## src/rtl/mdu_pkg.sv

```systemverilog
// Shared definitions for the HI/LO multiply-divide controller.
// Op encoding, datapath width and the MULTU correction term.
package mdu_pkg;

    localparam int DW      = 32;
    localparam int MUL_LAT = 2;

    typedef enum logic [2:0] {
        OP_MULT  = 3'd0,
        OP_MULTU = 3'd1,
        OP_MTHI  = 3'd2,
        OP_MTLO  = 3'd3,
        OP_MFHI  = 3'd4,
        OP_MFLO  = 3'd5
    } mdu_op_e;

    // unsigned(a*b) = signed(a*b) + 2^DW * corr_f(a, b)  (mod 2^(2*DW))
    function automatic logic [DW:0] corr_f(
        input logic [DW-1:0] a,
        input logic [DW-1:0] b
    );
        logic [DW:0] ca;
        logic [DW:0] cb;
        ca = a[DW-1] ? {1'b0, b} : '0;
        cb = b[DW-1] ? {1'b0, a} : '0;
        return ca + cb;
    endfunction

endpackage

```

## src/rtl/mdu_hilo_ctrl_if.sv

```systemverilog
// EX-side and multiplier-side bus of the HI/LO controller.
// The controller is the slave; EX plus the multiplier form the master.
interface mdu_hilo_ctrl_if;
    import mdu_pkg::*;

    logic            op_valid;
    logic [2:0]      op;
    logic [DW-1:0]   rs_val;
    logic [DW-1:0]   rt_val;
    logic            op_ready;
    logic [DW-1:0]   mul_a;
    logic [DW-1:0]   mul_b;
    logic [2*DW-1:0] mul_z;
    logic [DW-1:0]   rd_val;
    logic            rd_valid;
    logic            busy;
    logic [DW-1:0]   hi;
    logic [DW-1:0]   lo;

    modport master (
        output op_valid, op, rs_val, rt_val, mul_z,
        input  op_ready, mul_a, mul_b, rd_val, rd_valid,
        input  busy, hi, lo
    );

    modport slave (
        input  op_valid, op, rs_val, rt_val, mul_z,
        output op_ready, mul_a, mul_b, rd_val, rd_valid,
        output busy, hi, lo
    );

endinterface

```

## src/rtl/mdu_corr_pipe.sv

```systemverilog
// Two-stage tracker for in-flight multiplies, shadowing the multiplier.
// Carries valid, the MULTU flag and the signed-to-unsigned correction.
module mdu_corr_pipe
    import mdu_pkg::*;
(
    input  logic          clk,
    input  logic          reset,
    input  logic          i_load,
    input  logic          i_unsigned,
    input  logic [DW-1:0] i_a,
    input  logic [DW-1:0] i_b,
    output logic          o_v1,
    output logic          o_v2,
    output logic          o_u2,
    output logic [DW:0]   o_corr2
);

    logic          r_v1;
    logic          r_u1;
    logic [DW:0]   r_corr1;
    logic          r_v2;
    logic          r_u2;
    logic [DW:0]   r_corr2;

    always_ff @(posedge clk) begin
        if (!reset) begin
            r_v1    <= 1'b0;
            r_u1    <= 1'b0;
            r_corr1 <= '0;
            r_v2    <= 1'b0;
            r_u2    <= 1'b0;
            r_corr2 <= '0;
        end else begin
            r_v1    <= i_load;
            r_u1    <= i_load & i_unsigned;
            r_corr1 <= corr_f(i_a, i_b);
            r_v2    <= r_v1;
            r_u2    <= r_u1;
            r_corr2 <= r_corr1;
        end
    end

    assign o_v1    = r_v1;
    assign o_v2    = r_v2;
    assign o_u2    = r_u2;
    assign o_corr2 = r_corr2;

endmodule

```

## src/rtl/mdu_hilo_ctrl.sv

```systemverilog
// Issue/writeback controller for the 2-cycle pipelined signed multiplier.
// Owns HI/LO, serves MT/MF and stalls them while a multiply is pending.
module mdu_hilo_ctrl
    import mdu_pkg::*;
#(
    parameter int MUL_LAT = 2
) (
    input  logic           clk,
    input  logic           reset,
    mdu_hilo_ctrl_if.slave bus
);

    if (MUL_LAT != 2) begin : g_bad_lat
        $error("mdu_hilo_ctrl supports only MUL_LAT == 2");
    end

    logic            w_is_mul;
    logic            w_is_mtmf;
    logic            w_busy;
    logic            w_ready;
    logic            w_acc;
    logic            w_v1;
    logic            w_v2;
    logic            w_u2;
    logic [DW:0]     w_corr2;
    logic [2*DW:0]   w_sum;
    logic            w_unused_carry;

    logic [DW-1:0]   r_hi;
    logic [DW-1:0]   r_lo;
    logic [DW-1:0]   r_rd_val;
    logic            r_rd_valid;

    // The multiplier free-runs on whatever EX presents.
    assign bus.mul_a = bus.rs_val;
    assign bus.mul_b = bus.rt_val;

    always_comb begin
        w_is_mul  = 1'b0;
        w_is_mtmf = 1'b0;
        unique case (bus.op)
            OP_MULT, OP_MULTU:                 w_is_mul  = 1'b1;
            OP_MTHI, OP_MTLO, OP_MFHI, OP_MFLO: w_is_mtmf = 1'b1;
            default: ;
        endcase
    end

    assign w_busy  = w_v1 | w_v2;
    assign w_ready = ~(w_is_mtmf & w_busy);
    assign w_acc   = bus.op_valid & w_ready;

    mdu_corr_pipe u_corr (
        .clk        (clk),
        .reset      (reset),
        .i_load     (w_acc & w_is_mul),
        .i_unsigned (bus.op == OP_MULTU),
        .i_a        (bus.rs_val),
        .i_b        (bus.rt_val),
        .o_v1       (w_v1),
        .o_v2       (w_v2),
        .o_u2       (w_u2),
        .o_corr2    (w_corr2)
    );

    // Only corr mod 2^DW matters once shifted into the high word.
    assign w_sum = {1'b0, bus.mul_z}
                 + (w_u2 ? {w_corr2, {DW{1'b0}}} : '0);
    assign w_unused_carry = w_sum[2*DW];

    always_ff @(posedge clk) begin
        if (!reset) begin
            r_hi       <= '0;
            r_lo       <= '0;
            r_rd_val   <= '0;
            r_rd_valid <= 1'b0;
        end else begin
            r_rd_valid <= 1'b0;
            if (w_v2) begin
                {r_hi, r_lo} <= w_sum[2*DW-1:0];
            end
            if (w_acc) begin
                unique case (bus.op)
                    OP_MTHI: r_hi <= bus.rs_val;
                    OP_MTLO: r_lo <= bus.rs_val;
                    OP_MFHI: begin
                        r_rd_val   <= r_hi;
                        r_rd_valid <= 1'b1;
                    end
                    OP_MFLO: begin
                        r_rd_val   <= r_lo;
                        r_rd_valid <= 1'b1;
                    end
                    default: ;
                endcase
            end
        end
    end

    assign bus.op_ready = w_ready;
    assign bus.busy     = w_busy;
    assign bus.hi       = r_hi;
    assign bus.lo       = r_lo;
    assign bus.rd_val   = r_rd_val;
    assign bus.rd_valid = r_rd_valid;

endmodule

```

## src/flat_wrapper.sv

```systemverilog
// flat-port wrapper written by rule: the top's interface ports become plain ports
module mdu_hilo_ctrl_flat import mdu_pkg::*;
#(
    parameter int MUL_LAT = 2
)
  (clk, reset, bus_op_valid, bus_op, bus_rs_val, bus_rt_val, bus_mul_z, bus_op_ready, bus_mul_a, bus_mul_b, bus_rd_val, bus_rd_valid, bus_busy, bus_hi, bus_lo);
  mdu_hilo_ctrl_if bus_i ();
  input  logic clk;
  input  logic reset;
  input wire logic [$bits(bus_i.op_valid)-1:0] bus_op_valid;
  input wire logic [$bits(bus_i.op)-1:0] bus_op;
  input wire logic [$bits(bus_i.rs_val)-1:0] bus_rs_val;
  input wire logic [$bits(bus_i.rt_val)-1:0] bus_rt_val;
  input wire logic [$bits(bus_i.mul_z)-1:0] bus_mul_z;
  output wire logic [$bits(bus_i.op_ready)-1:0] bus_op_ready;
  output wire logic [$bits(bus_i.mul_a)-1:0] bus_mul_a;
  output wire logic [$bits(bus_i.mul_b)-1:0] bus_mul_b;
  output wire logic [$bits(bus_i.rd_val)-1:0] bus_rd_val;
  output wire logic [$bits(bus_i.rd_valid)-1:0] bus_rd_valid;
  output wire logic [$bits(bus_i.busy)-1:0] bus_busy;
  output wire logic [$bits(bus_i.hi)-1:0] bus_hi;
  output wire logic [$bits(bus_i.lo)-1:0] bus_lo;
  assign bus_i.op_valid = bus_op_valid;
  assign bus_i.op = bus_op;
  assign bus_i.rs_val = bus_rs_val;
  assign bus_i.rt_val = bus_rt_val;
  assign bus_i.mul_z = bus_mul_z;
  assign bus_op_ready = bus_i.op_ready;
  assign bus_mul_a = bus_i.mul_a;
  assign bus_mul_b = bus_i.mul_b;
  assign bus_rd_val = bus_i.rd_val;
  assign bus_rd_valid = bus_i.rd_valid;
  assign bus_busy = bus_i.busy;
  assign bus_hi = bus_i.hi;
  assign bus_lo = bus_i.lo;
  mdu_hilo_ctrl #(.MUL_LAT(MUL_LAT)) u_core (.clk(clk), .reset(reset), .bus(bus_i));
endmodule
```

## config.mk

```make
export PLATFORM = sky130hd
export DESIGN_NAME = mdu_hilo_ctrl_flat
export DESIGN_NICKNAME = d
export VERILOG_FILES = /design/src/rtl/mdu_pkg.sv /design/src/rtl/mdu_hilo_ctrl_if.sv /design/src/rtl/mdu_corr_pipe.sv /design/src/rtl/mdu_hilo_ctrl.sv /design/src/flat_wrapper.sv
export SDC_FILE = /design/constraint.sdc
export NUM_CORES = 1
export LEC_CHECK = 0
export BUFFER_PORTS_ARGS = -buffer_cell sky130_fd_sc_hd__buf_2
export CAP_MARGIN = 20
export CORE_ASPECT_RATIO = 1.75
export CORE_UTILIZATION = 54
export CTS_CLUSTER_DIAMETER = 200
export DETAILED_ROUTE_END_ITERATION = 7
export HOLD_SLACK_MARGIN = 0.05
export PLACE_DENSITY = 0.82
export SYNTH_ARGS = -nofsm -noshare
export SYNTH_HDL_FRONTEND = slang
export SYNTH_HIERARCHICAL = 1
export SYNTH_SLANG_ARGS = --single-unit
```

## constraint.sdc

```tcl
create_clock -name clk -period 4.02 [get_ports clk]
set_clock_uncertainty 0.1 [all_clocks]
set_input_delay 0.804 -clock clk [delete_from_list [all_inputs] [get_ports clk]]
set_output_delay 0.804 -clock clk [all_outputs]
set_load 0.005 [all_outputs]
```

==> impl_metrics.toml <==
[run_status]
status = "finished, final reports clean"

[cts]
clkSlewWorstSetupHoldPaths_ns = 0.06
holdBufCountCts = 0
cts_resized = 0
htree_num_levels = 4
cts_sinks = 165
cts_buffers = 17
cts_setup_buffers = 0
clk_latency_ns = 0.43
root_buffer = "clkbuf_16"
cts_tree = "yes"
cts_buffer_depth = 2

[pwr]
ir_drop_v = 0.000314
p_seq_share_pct = 43.4
switching_share_pct = 27.4
p_comb_share_pct = 16.6
power_uw = 4090
p_leak_uw = 0.00574
intPower_uw = 2960
p_clk_share_pct = 40.0
cellPowerDensity_mw_per_mm2 = 329
switching_power_uw = 1120

[drt]
drtPass1Iterations = 5
route.detailed.drc = 0
wire_per_inst_um = 17.7
drt_iter0_markers = 668
ant_nets = 0
viasPerCell = 5.79
wirelength_um = 30400
num_vias = 9947

[timing]
period_minus_slack_ns = 3.37
report.final.slew_viol_count = 0
grt_setup_unrepaired = "false"
tns_ns = 0
max_slew_margin_pct = 47.5
hold_viol_final = 0
setup_viol = 0
finalCritPeriodShare_pct = 83.9
tightest_slew_ns = 0.783
fmax_mhz = 296

[job]
maxCapViolCount = 0

[placement]
io_buffers = 296
dpl.hpwl_um = 23500
dp_cells = 1686
place_congestion = 1.01

[cells_and_area]
drive_gt1_share_pct = 25.7
utilization_pct = 64.4
fin_cells = 1719
area_growth_pct = 16.1
nets = 1664

[grt]
grt_start_max_net_pins = 66
grt_pass1_vias = 9499
grt_antenna_before_repair = 1
grt_overflow = 0
grt_pass1_wl_um = 46500
track_usage_pct = 29.2

[yosys]
syn_nets = 1471
synth_warnings = 6
synth_area_mm2 = 0.0107
syn_inst = 1271
synth.avg_cell_area_um2 = 8.42

[worst_setup_path]
endpoint_kind = "flip-flop"
worstPathRequired_ns = 4.20
arrival_ns = 3.56
crit_fanout = 15
critPathKind = "flip-flop to flip-flop"
start_kind = "flip-flop"

[worst_hold_path]
hold_class = "flip-flop to flip-flop"

[die]
num_rows = 67
die_y_um = 188
die_area_mm2 = 0.0204
coreArea_mm2 = 0.0193
die_w_um = 108
io-pin-count = 297
start_util_pct = 55.5
per-stage QoR:
step	setup slack, ns	hold WS [ns]	instance area, um^2
finish	0.647	0.332	12400
CTS	0.673	0.334	12400
detailed placement	0.381	0.318	11800
floorplan	0.885	0.312	10700
global placement	0.487	0.312	11800
global route	0.527	0.344	12400
final cells by class:
cell class	instances	area (um^2)
diodes	1	2.50
clock buffers	19	443
clock inverters	13	149
fillers	1668	6860
inverters	19	71.3
multi-input cells	953	6570
flip-flops and latches	165	3310
well taps	241	302
repair buffers	308	1580
power by group through the flow:
stage	combinational, uW	sequential (uW)	clock (uW)
final	678	1770	1630
after global routing	743	1780	1730
after CTS	673	1770	1650
after detailed placement	668	1810	0
after global placement	652	1810	0
after floorplan	447	1800	0
worst max-delay path: stages (launching register included):
cell and delay [ns]:
dfxtp_1 0.44, and2_1 0.21, ha_1 0.20, fa_1 0.41
a21o_1 0.22, a22o_1 0.23, o221ai_2 0.35, o21ai_0 0.24
o21ai_0 0.40, nor4b_1 0.33, o32ai_1 0.11
sequential cells by signal (all words and copies together) (netlist names):
| register | cells |
|---|---|
| u_core/bus.lo | 32 |
| u_core/bus.rd_val | 32 |
| u_core/bus.hi | 32 |
| u_core/u_corr/o_u2 | 1 |
| u_core/u_corr/r_u1 | 1 |
| u_core/u_corr/r_corr1 | 32 |
| u_core/bus.rd_valid | 1 |
| u_core/u_corr/o_v1 | 1 |
| u_core/u_corr/o_v2 | 1 |
| u_core/u_corr/o_corr2 | 32 |
per-layer routing:
layer | vias to the layer above | wire length (um) | track usage [%]
li1 | 4833 | - | -
met4 | 0 | 1470 | 15.8
met3 | 99 | 1810 | 3.94
met2 | 423 | 15200 | 52.1
met5 | - | 0 | 0
met1 | 4592 | 11900 | 32.6
worst paths after layout:
kind / start / end / slack [ns] / cells after the start
worst min-delay path: u_core/u_corr/r_corr1[8] / u_core/u_corr/o_corr2[8] / 0.33 / 1
worst max-delay path: u_core/u_corr/o_u2 / u_core/bus.hi[30] / 0.65 / 10
worst max register to register: u_core/u_corr/o_u2 / u_core/bus.hi[30] / 0.65 / 10
worst min register to register: u_core/u_corr/r_corr1[8] / u_core/u_corr/o_corr2[8] / 0.33 / 1
cell usage in the layout, fill, tap and decap left out, types with 28 or more instances in the layout:
cell type and n:
buf_2 296, dfxtp_1 164, and2_1 134, nor2_1 130
a21oi_1 88, mux2i_1 85, a211oi_1 72, nand2_1 67
ha_1 64, o21ai_0 48, xnor2_1 28
Note: power is estimated with default switching activity, not from simulation.
